## src/rtl/video_timing_gen.sv

```systemverilog
// Raster timing generator with built-in test patterns.
// Every output is registered from the current (h,v) on each PIX_CE edge, so outputs lag the counters by one pixel.
module video_timing_gen #(
  parameter int H_ACTIVE = 640,
  parameter int H_FP     = 16,
  parameter int H_SYNC_W = 96,
  parameter int H_BP     = 48,
  parameter int V_ACTIVE = 480,
  parameter int V_FP     = 10,
  parameter int V_SYNC_W = 2,
  parameter int V_BP     = 33,
  parameter bit HS_POL   = 1'b0,
  parameter bit VS_POL   = 1'b0,
  parameter int COLOR_W  = 4
) (
  input  logic               CLK,
  input  logic               RESET,
  input  logic               PIX_CE,
  input  logic [1:0]         MODE,
  output logic               H_SYNC,
  output logic               V_SYNC,
  output logic               DE,
  output logic [11:0]        PIX_X,
  output logic [11:0]        PIX_Y,
  output logic [COLOR_W-1:0] RED,
  output logic [COLOR_W-1:0] GREEN,
  output logic [COLOR_W-1:0] BLUE,
  output logic               LINE_START,
  output logic               FRAME_START
);

  localparam int H_TOTAL = H_ACTIVE + H_FP + H_SYNC_W + H_BP;
  localparam int V_TOTAL = V_ACTIVE + V_FP + V_SYNC_W + V_BP;

  localparam logic [11:0] H_LAST   = 12'(H_TOTAL - 1);
  localparam logic [11:0] V_LAST   = 12'(V_TOTAL - 1);
  localparam logic [11:0] H_ACT    = 12'(H_ACTIVE);
  localparam logic [11:0] V_ACT    = 12'(V_ACTIVE);
  localparam logic [11:0] H_ACT_M1 = 12'(H_ACTIVE - 1);
  localparam logic [11:0] V_ACT_M1 = 12'(V_ACTIVE - 1);
  // Sync windows are half-open; the back porch (>=1) keeps the end below 4096.
  localparam logic [11:0] HS_BEG   = 12'(H_ACTIVE + H_FP);
  localparam logic [11:0] HS_END   = 12'(H_ACTIVE + H_FP + H_SYNC_W);
  localparam logic [11:0] VS_BEG   = 12'(V_ACTIVE + V_FP);
  localparam logic [11:0] VS_END   = 12'(V_ACTIVE + V_FP + V_SYNC_W);
  localparam logic [11:0] BAR_W    = 12'(H_ACTIVE / 8);

  logic [11:0] h_q, h_d, v_q, v_d;
  logic [1:0]  mode_q, mode_d;
  logic        hs_q, hs_d, vs_q, vs_d, de_q, de_d;
  logic [11:0] x_q, x_d, y_q, y_d;
  logic [2:0]  rgb_q, rgb_d;
  logic        ls_q, ls_d, fs_q, fs_d;

  logic        at_origin;
  logic        grid_on;
  logic [2:0]  bar_idx;
  logic [2:0]  pat;

  always_comb begin
    h_d       = h_q;
    v_d       = v_q;
    mode_d    = mode_q;
    hs_d      = hs_q;
    vs_d      = vs_q;
    de_d      = de_q;
    x_d       = x_q;
    y_d       = y_q;
    rgb_d     = rgb_q;
    ls_d      = 1'b0;
    fs_d      = 1'b0;
    at_origin = (h_q == 12'd0) && (v_q == 12'd0);
    grid_on   = (h_q[4:0] == 5'd0) || (v_q[4:0] == 5'd0) ||
                (h_q == H_ACT_M1) || (v_q == V_ACT_M1);
    bar_idx   = 3'(h_q / BAR_W);
    pat       = 3'b000;

    if (PIX_CE) begin
      // The origin pixel already uses the newly sampled mode.
      mode_d = at_origin ? MODE : mode_q;

      if (h_q == H_LAST) begin
        h_d = 12'd0;
        v_d = (v_q == V_LAST) ? 12'd0 : v_q + 12'd1;
      end else begin
        h_d = h_q + 12'd1;
      end

      unique case (mode_d)
        2'b00: pat = 3'b100;
        2'b01: begin
          unique case (bar_idx)
            3'd0: pat = 3'b111;
            3'd1: pat = 3'b110;
            3'd2: pat = 3'b011;
            3'd3: pat = 3'b010;
            3'd4: pat = 3'b101;
            3'd5: pat = 3'b100;
            3'd6: pat = 3'b001;
            3'd7: pat = 3'b000;
          endcase
        end
        2'b10: pat = {3{h_q[5] ^ v_q[5]}};
        2'b11: pat = {3{grid_on}};
      endcase

      hs_d  = (h_q >= HS_BEG && h_q < HS_END) ? HS_POL : ~HS_POL;
      vs_d  = (v_q >= VS_BEG && v_q < VS_END) ? VS_POL : ~VS_POL;
      de_d  = (h_q < H_ACT) && (v_q < V_ACT);
      x_d   = h_q;
      y_d   = v_q;
      rgb_d = de_d ? pat : 3'b000;
      ls_d  = (h_q == 12'd0);
      fs_d  = at_origin;
    end
  end

  always_ff @(posedge CLK) begin
    if (RESET) begin
      h_q    <= 12'd0;
      v_q    <= 12'd0;
      mode_q <= 2'b00;
      hs_q   <= ~HS_POL;
      vs_q   <= ~VS_POL;
      de_q   <= 1'b0;
      x_q    <= 12'd0;
      y_q    <= 12'd0;
      rgb_q  <= 3'b000;
      ls_q   <= 1'b0;
      fs_q   <= 1'b0;
    end else begin
      h_q    <= h_d;
      v_q    <= v_d;
      mode_q <= mode_d;
      hs_q   <= hs_d;
      vs_q   <= vs_d;
      de_q   <= de_d;
      x_q    <= x_d;
      y_q    <= y_d;
      rgb_q  <= rgb_d;
      ls_q   <= ls_d;
      fs_q   <= fs_d;
    end
  end

  assign H_SYNC      = hs_q;
  assign V_SYNC      = vs_q;
  assign DE          = de_q;
  assign PIX_X       = x_q;
  assign PIX_Y       = y_q;
  assign RED         = {COLOR_W{rgb_q[2]}};
  assign GREEN       = {COLOR_W{rgb_q[1]}};
  assign BLUE        = {COLOR_W{rgb_q[0]}};
  assign LINE_START  = ls_q;
  assign FRAME_START = fs_q;

endmodule

```

## config.mk

```make
export PLATFORM = sky130hd
export DESIGN_NAME = video_timing_gen
export DESIGN_NICKNAME = d
export VERILOG_FILES = /design/src/rtl/video_timing_gen.sv
export SDC_FILE = /design/constraint.sdc
export NUM_CORES = 1
export LEC_CHECK = 0
export ABC_CLOCK_PERIOD_IN_PS = 1800
export CAP_MARGIN = 20
export CORE_AREA = 2 2 83 85
export CTS_BUF_LIST = sky130_fd_sc_hd__clkbuf_8
export CTS_CLUSTER_SIZE = 12
export DETAILED_ROUTE_END_ITERATION = 6
export DIE_AREA = 0 0 85 87
export PLACE_DENSITY = 0.75
export SLEW_MARGIN = 20
export SYNTH_ARGS = -nofsm -noshare
export SYNTH_HDL_FRONTEND = slang
export SYNTH_SLANG_ARGS = --single-unit
```

## constraint.sdc

```tcl
create_clock -name CLK -period 1.8 [get_ports CLK]
set_input_delay 0.27 -clock CLK [delete_from_list [all_inputs] [get_ports CLK]]
set_output_delay 0.27 -clock CLK [all_outputs]
set_load 0.005 [all_outputs]
```

Word level (Yosys, flattened, before mapping)
Memories as Yosys holds them, arrays and structs flattened.
Index checks and enable logic that the tools add are counted.

word-level totals
  word-level logic and storage cells = 51
  memory bits (read-only) = 24
  output and inout bits = 41
  flip-flop bits (word level) = 58
  memories kept = 1

memories
  memory           depth  width  rd ports  clocked after memory_dff  wr ports  line  source
  (no name shown)  8      3      1         0                         0         92    unique case (bar_idx)

cells by class
  equal/unequal tests = 7
  reductions and logical operators = 14
  div/mod/pow operators = 1
  muxes and demuxes = 7
  $add $sub $neg = 2
  $lt $le $gt $ge = 6
  bitwise operators = 2

operator list
  operator               number
  $eq 12x10->1 const B   3
  $add 12x1->12 const B  2
  $logic_not 12->1       2
  $lt 12x10->1 const B   2
  $lt 12x9->1 const B    2
  $mux 12                2
  $div 12x7->12 const B  1
  $eq 12x9->1 const B    1
  $ge 12x10->1 const B   1
  $ge 12x9->1 const B    1
  $pmux 3 s4             1
  $logic_not 5->1        2
  $eq 2x2->1 const B     2
  $logic_and 1x1->1      4
  $logic_or 1x1->1       3
  $mux 3                 1
  $eq 2x1->1 const B     1
  $logic_not 2->1        1
  $mux 1                 2
  $mux 2                 1
  $reduce_and 2->1       1
  $reduce_or 2->1        1
  $not 1->1              1
  $xor 1x1->1            1

Longest topological paths before layout
Gate-level depths: netlist (run 1).

  depth after elaboration = 6
  mapped depth = 9

Least setup slack after synthesis (run 1)
Ideal clock, no wire load.

  kind = flip-flop to flip-flop
  from = reg v_q[0]
  to = reg rgb_q[2]
  clock period less this slack = 1933 ps
  required time = 1683 ps
  stages on the path, launching flop included = 10
  data arrival time = 1815 ps
  buffers on the path = 0
  library setup time = 117 ps
  slack = -133 ps
  cell sequence = dfxtp_1 inv_1 ha_1 nor2b_1 nand4_1 nor2_4 mux2i_1 mux2i_1 nand2b_1 a32o_1

on the way
  word-level cells in the longest chain between the ends = 6

RTL lines
  item                                                   line    source
  start, declared                                        48      logic [11:0] h_q, h_d, v_q, v_d;
  start signal, assigned                                 133     v_q <= v_d;
  $logic_not 12->1 or $logic_not 5->1 (tied branches)    72, 73
  $logic_and 1x1->1 or $logic_or 1x1->1 (tied branches)  72, 73
  $mux 2 or $logic_or 1x1->1 (tied branches)             80, 73
  $eq 2x2->1, or another cell as far along               89      unique case (mode_d)
  $pmux 3 s4                                             89
  $mux 3 *                                               112     rgb_d = de_d ? pat : 3'b000;
  end signal, assigned                                   140     rgb_q <= rgb_d;
  end, declared                                          52      logic [2:0] rgb_q, rgb_d;

Every way passes the cells marked *; elsewhere a longest branch is shown, timed or not.
A chain may end at the register's enable or synchronous reset.

Worst setup path after layout (run 1)
  from = reg v_q[5]
  to = reg rgb_q[2]

on the way
  word-level cells in the longest chain between the ends = 6

RTL lines
  item                                      line  source
  $logic_not 12->1                          72    at_origin = (h_q == 12'd0) && (v_q == 12'd0);
  $logic_and 1x1->1                         72
  $mux 2                                    80    mode_d = at_origin ? MODE : mode_q;
  $eq 2x2->1, or another cell as far along  89
  $pmux 3 s4                                89
  $mux 3 *                                  112

Marks and branches as above.

==> metrics.md, run 1 <==
| Metric | Value |
|---|---|
| # setup viols final | `12` |
| Area Growth Syn to Fin | `44.3%` |
| Cells after DPL | `537` |
| Post-synth top area share | `0.364` |
| Synth Flop Type | `dfxtp_1` |
| # IOs | `46` |
| DRT Pass-1 Iters | `4` |
| Most common cell in the synthesized netlist | `nor2_1` |
| H-Tree Depth | `3` |
| Ys async rst share | `0` |
| Hold WC Path Type | `primary input to register` |
| Leakage | `1.94 nW` |
| CP Data Required Time | `2.08 ns` |
| CTS tree | `yes` |
| Clock Path Buffers | `2` |
| CTS sink cnt | `58` |
| Hold_sp | `PIX_CE` |
| Clk root buf | `clkbuf_8` |
| Initial DRC count | `178` |
| Status | `finished, violations left` |
| CTS clock-pin slew for the worst setup and hold paths | `0.06 ns` |
| FF-to-FF End | `rgb_q[2]` |
| R2R Setup Slk | `-0.22 ns` |
| Synth unique cells | `62` |
| IO Port Bufs | `45` |
| Vias in the first global route | `2967` |
| Reg2reg start | `v_q[5]` |
| Final total power | `2.87 mW` |
| CP Max Fanout | `4` |
| Layout cells sized above 1 | `0.327` |
| DR DRC count | `0` |
| Failing checks | `negative setup slack` |
| VDD IR max | `0.704 mV` |
| Min setup slack post-route | `-0.215 ns` |
| Die width | `85 µm` |
| Syn Inst Count | `367` |
| Largest area contributor in the netlist | `dfxtp_1` |
| Syn avg cell area | `8.68 µm²` |
| Final Skew | `0.00680 ns` |
| Max-Cap Viols | `0` |
| Num CTS Buffers | `9` |
| Hold worst-path end | `PIX_X[5]` |
| Die Footprint | `0.00740 mm²` |
| Crit. End Element | `register` |
| DP Wirelength | `6.31 mm` |
| Worst Tran Pin Value | `0.463 ns` |
| Clock Latency Late Sink | `0.34 ns` |
| Fin crit period | `2.02 ns` |
| Die H | `87 µm` |
| Remaining global-route overflow | `0` |
| Fillers | `481` |
| Max-slew violation count | `0` |
| RSZ-0062 raised after global routing | `true` |
| Sequential area share after synthesis | `0.364` |
| Drt wl/cell | `16.1 µm` |
| Vias | `3117` |
| Setup TNS | `-1.02 ns` |
| Final Net Count | `490` |
| Period utilisation layout | `1.12` |
| Initial antenna violation count | `0` |
| Placer Congestion | `0.896` |
| Synth top area cells | `dfxtp_1 36%, mux2i_1 9.4%, nor2_1 7.5%, xor2_1 4.7%, buf_4 2.8%` |
| Post-synth EDFFs | `0` |
| Via/cell ratio | `5.54` |
| FP Rows | `30` |
| Antenna viol nets, final | `0` |
| Rel. slew slack | `0.690` |
| Initial Util | `0.485` |
| # diodes | `0` |
| Final Hold Vio Count | `0` |
| Layout Utilization | `0.700` |
| Global-route wire length before repair | `14.2 mm` |
| Worst R2R Path Depth | `7` |
| GRT Overall Usage | `0.241` |
| Startpoint type of the worst setup path | `register` |
| Top cells by count, synth | `64 x nor2_1, 58 x dfxtp_1, 30 x mux2i_1` |
| Largest net degree at the start of global routing | `22` |
| Synthesized net count | `377` |
| Core Footprint | `0.00657 mm²` |
| Yosys reg bits | `58` |
| Hold Crit Depth | `3` |
| Post-Syn Area | `0.00319 mm²` |
| Critical path class | `register to register` |
| Overall routed net length | `9.05 mm` |
| Power per cell area | `625 mW/mm²` |
| Highest clock rate | `496 MHz` |
| Ys Warns | `0` |
| WP data arrival | `2.30 ns` |
| Layout Cells excl Fill | `563` |
metrics by stage:
step	hold WS, ns	setup slack, ns	area, µm²
detailed placement	0.484	-0.227	4150
floorplan	0.414	-0.0499	3200
global route	0.350	-0.312	4600
global placement	0.458	-0.148	4150
CTS	0.313	-0.175	4470
finish	0.325	-0.215	4600
worst max-delay path: stages (launching register included):
cell      delay [ns]
dfxtp_2         0.34
nor4_4          0.34
nand4_1         0.23
nor2_4          0.20
mux2i_2         0.26
mux2i_2         0.30
nand2b_1        0.14
a32o_1          0.15
sequential cells by signal, indices dropped and copies added, names as in the netlist:
signal       flops
mode_q           2
rgb_q            3
PIX_X           12
h_q             12
LINE_START       1
PIX_Y           12
H_SYNC           1
v_q             12
DE               1
FRAME_START      1
V_SYNC           1
layout make-up:
cell class	count	area, µm²	area share
Clock buffer	10	138	0.0299
Clock inverter	4	68.8	0.0150
Multi-Input combinational cell	268	1940	0.421
Tap cell	80	100	0.0218
Inverter	5	18.8	0.00408
Sequential cell	58	1180	0.256
Timing Repair Buffer	138	1160	0.253
layout by cell type (no fill, tap or decap), types with 3 or more instances in the layout:
| cell | n |
|---|---|
| clkbuf_8 | 10 |
| nand2b_1 | 10 |
| nor2_1 | 60 |
| nor3_1 | 4 |
| clkdlybuf4s50_1 | 44 |
| dfxtp_1 | 48 |
| nand4_1 | 13 |
| mux2i_1 | 28 |
| ha_1 | 3 |
| xor2_1 | 17 |
| nor2_4 | 4 |
| o22ai_1 | 6 |
| o21ai_1 | 4 |
| buf_6 | 5 |
| dfxtp_2 | 9 |
| nor2b_1 | 4 |
| buf_4 | 88 |
| nand2_1 | 20 |
| inv_1 | 3 |
| a21oi_1 | 7 |
| o21ai_0 | 6 |
| inv_2 | 3 |
| xnor2_1 | 4 |
| nand3_1 | 11 |
| or3_1 | 3 |
report_power, final:
group          switching [mW]  internal [mW]  total, mW
Combinational           0.116          0.142      0.259
Sequential             0.0158           1.30       1.32
Clock                   0.502          0.794       1.30
Total                   0.634           2.24       2.87
cells by family (layout without fill, tap and decap cells):
kind of cell               after synthesis  count (layout)  synth area share
buffers and inverters                   41             157            0.0687
muxes                                   32              32             0.101
and+or+nand+nor                        160             160             0.276
AOI/OAI and AO/OA                       49              49             0.109
adders and majority gates                6               6            0.0232
DFF                                     58              58             0.364
xor gates and xnor gates                21              21            0.0577
how the worst max path moves through the flow:
stage	startpoint	endpoint	slack, ns
4_1_cts	h_q[0]	rgb_q[2]	-0.17
3_3_place_gp	h_q[10]	rgb_q[2]	-0.15
3_5_place_dp	h_q[7]	rgb_q[2]	-0.23
5_1_grt	v_q[5]	rgb_q[2]	-0.31
6_report	v_q[5]	rgb_q[2]	-0.22
2_1_floorplan	v_q[6]	rgb_q[2]	-0.05
metal layers:
metal,share of wire,global-route usage,routed length [µm],vias to the layer above
met5,0,0,0,-
met4,0.018,0.0750,162,0
met3,0.041,0.0512,367,13
met2,0.50,0.409,4500,84
met1,0.44,0.307,4020,1506
li1,-,-,-,1514
what timing repair did:
action	in CTS	in global routing
cloned	1	0
endpoints found under the setup margin	24	21
pin swaps	16	13
hold buffers	0	0
resized for setup	21	27
buffers inserted	7	4
(Power assumes the default switching activity.)
==> run 2: changes to the inputs <==
CAP_MARGIN = default   (was 20)
==> results of run 2 <==
Same layout as run 1: the final DEF is identical, and so are final timing and power.
==> run 3: changes to the inputs <==
ABC_CLOCK_PERIOD_IN_PS = 2000   (was 1800)
CORE_AREA = 2 2 79 81   (was 2 2 83 85)
CTS_CLUSTER_DIAMETER = 100   (was default)
DIE_AREA = 0 0 81 83   (was 0 0 85 87)
PLACE_DENSITY = 0.79   (was 0.75)
clock period = 2 ns   (was 1.8 ns; I/O delays follow)
==> metrics.md, run 3 (synthesis gave the netlist of run 1 again) <==
| Metric | Value |
|---|---|
| Die width | `81 µm` |
| Min setup slack post-route | `0.00374 ns` |
| Die Footprint | `0.00672 mm²` |
| Vias in the first global route | `2877` |
| VDD IR max | `0.594 mV` |
| Layout cells sized above 1 | `0.247` |
| Hold WC Path Type | `primary input to register` |
| Most frequent cells in the layout | `64 x nor2_1, 57 x buf_4, 50 x dfxtp_1, 44 x clkdlybuf4s50_1, 30 x mux2i_1` |
| Initial antenna violation count | `0` |
| CTS clock-pin slew for the worst setup and hold paths | `0.07 ns` |
| GRT Overall Usage | `0.257` |
| Register area | `0.00117 mm²` |
| Via/cell ratio | `5.72` |
| Remaining global-route overflow | `0` |
| Clock Latency Late Sink | `0.35 ns` |
| Status | `completed` |
| Drt wl/cell | `15.9 µm` |
| IO Port Bufs | `45` |
| Final Net Count | `454` |
| Layout Cells excl Fill | `524` |
| Worst Tran Pin Value | `0.341 ns` |
| Final Skew | `0.0121 ns` |
| CTS tree | `yes` |
| CP Data Required Time | `2.24 ns` |
| H-Tree Depth | `3` |
| # setup viols final | `0` |
| CTS sink cnt | `58` |
| Placer Congestion | `0.886` |
| Max-Cap Viols | `0` |
| Worst R2R Path Depth | `7` |
| Fin crit period | `2.00 ns` |
| Largest net degree at the start of global routing | `21` |
| DRT Pass-1 Iters | `5` |
| Global-route wire length before repair | `13.5 mm` |
| Max-slew violation count | `0` |
| Overall routed net length | `8.35 mm` |
| Crit. End Element | `register` |
| RSZ-0062 raised after global routing | `true` |
| Clock Path Buffers | `2` |
| Rel. slew slack | `0.770` |
| # IOs | `46` |
| Leakage | `1.76 nW` |
| Initial DRC count | `273` |
| DR DRC count | `0` |
| Multi-input gate area | `0.00186 mm²` |
| Final Hold Vio Count | `0` |
| Setup TNS | `0 ns` |
| Vias | `2996` |
| Num CTS Buffers | `9` |
| Fillers | `449` |
| Setup WS pre-CTS | `-0.0379 ns` |
| FP Rows | `28` |
| DP Wirelength | `5.91 mm` |
| Cells after DPL | `505` |
| WP data arrival | `2.23 ns` |
| Initial Util | `0.548` |
| Hold Crit Depth | `4` |
| Power per cell area | `594 mW/mm²` |
| Area Growth Syn to Fin | `32.5%` |
| Die H | `83 µm` |
| Startpoint type of the worst setup path | `register` |
| Antenna viol nets, final | `0` |
| Period utilisation layout | `0.998` |
| # diodes | `0` |
| Critical path class | `register to register` |
| Commonest non-fill, non-tap cell in the layout | `nor2_1` |
| Core Footprint | `0.00582 mm²` |
| CP Max Fanout | `7` |
| Highest clock rate | `501 MHz` |
| Clk root buf | `clkbuf_8` |
==> run 3: final cells by class <==
type	count	share of cell area
tap	75	0.0222
inverter	5	0.00444
clock buffer	11	0.0359
clock inverter	5	0.0127
timing repair buffer	102	0.207
sequential	58	0.278
multi-input combinational	268	0.440
==> run 3: routing by layer <==
layer  vias up  track usage  wire [µm]
met5         -            0          0
met4         0        0.128        230
met3        21       0.0576        514
met2       119        0.385       3910
met1      1421        0.343       3690
li1       1435            -          -
==> run 3: stage by stage <==
step / area (µm²) / power [mW] / hold slack (ns) / utilization
final: 4220 / 2.51 / 0.390 / 0.726
after global placement: 3930 / 1.41 / 0.458 / 0.676
after floorplan: 3190 / 1.34 / 0.444 / -
after global routing: 4220 / 2.59 / 0.405 / 0.726
after CTS: 4140 / 2.51 / 0.391 / 0.712
after detailed placement: 3930 / 1.41 / 0.474 / 0.676
==> run 3: power breakdown <==
part	switching, mW	internal [mW]
clock network	0.480	0.636
logic	0.0928	0.116
registers	0.0132	1.17
total	0.586	1.92
==> run 3: worst paths after layout <==
check                            start        to  slack (ns)
worst min-delay path            PIX_CE    H_SYNC        0.39
worst max register to register  h_q[6]  rgb_q[2]       0.004
worst min register to register      DE        DE        0.48
worst max-delay path            h_q[6]  rgb_q[2]       0.004
==> run 3: critical path, cell delays in order (launching register included) <==
cell and delay (ns):
dfxtp_1 0.53, inv_1 0.17, o22ai_1 0.28, o31ai_2 0.09, and3_2 0.20, o31ai_2 0.23
o31ai_1 0.10, a32o_2 0.29
==> run 3: what timing repair did <==
| item | 4_1_cts | 5_1_grt |
|---|---|---|
| buffers inserted | 0 | 3 |
| endpoints found under the setup margin | 2 | 8 |
| hold buffers | 0 | 0 |
| pin swaps | 0 | 5 |
| gates resized for setup | 3 | 23 |
| endpoints found under the hold margin | 0 | 0 |
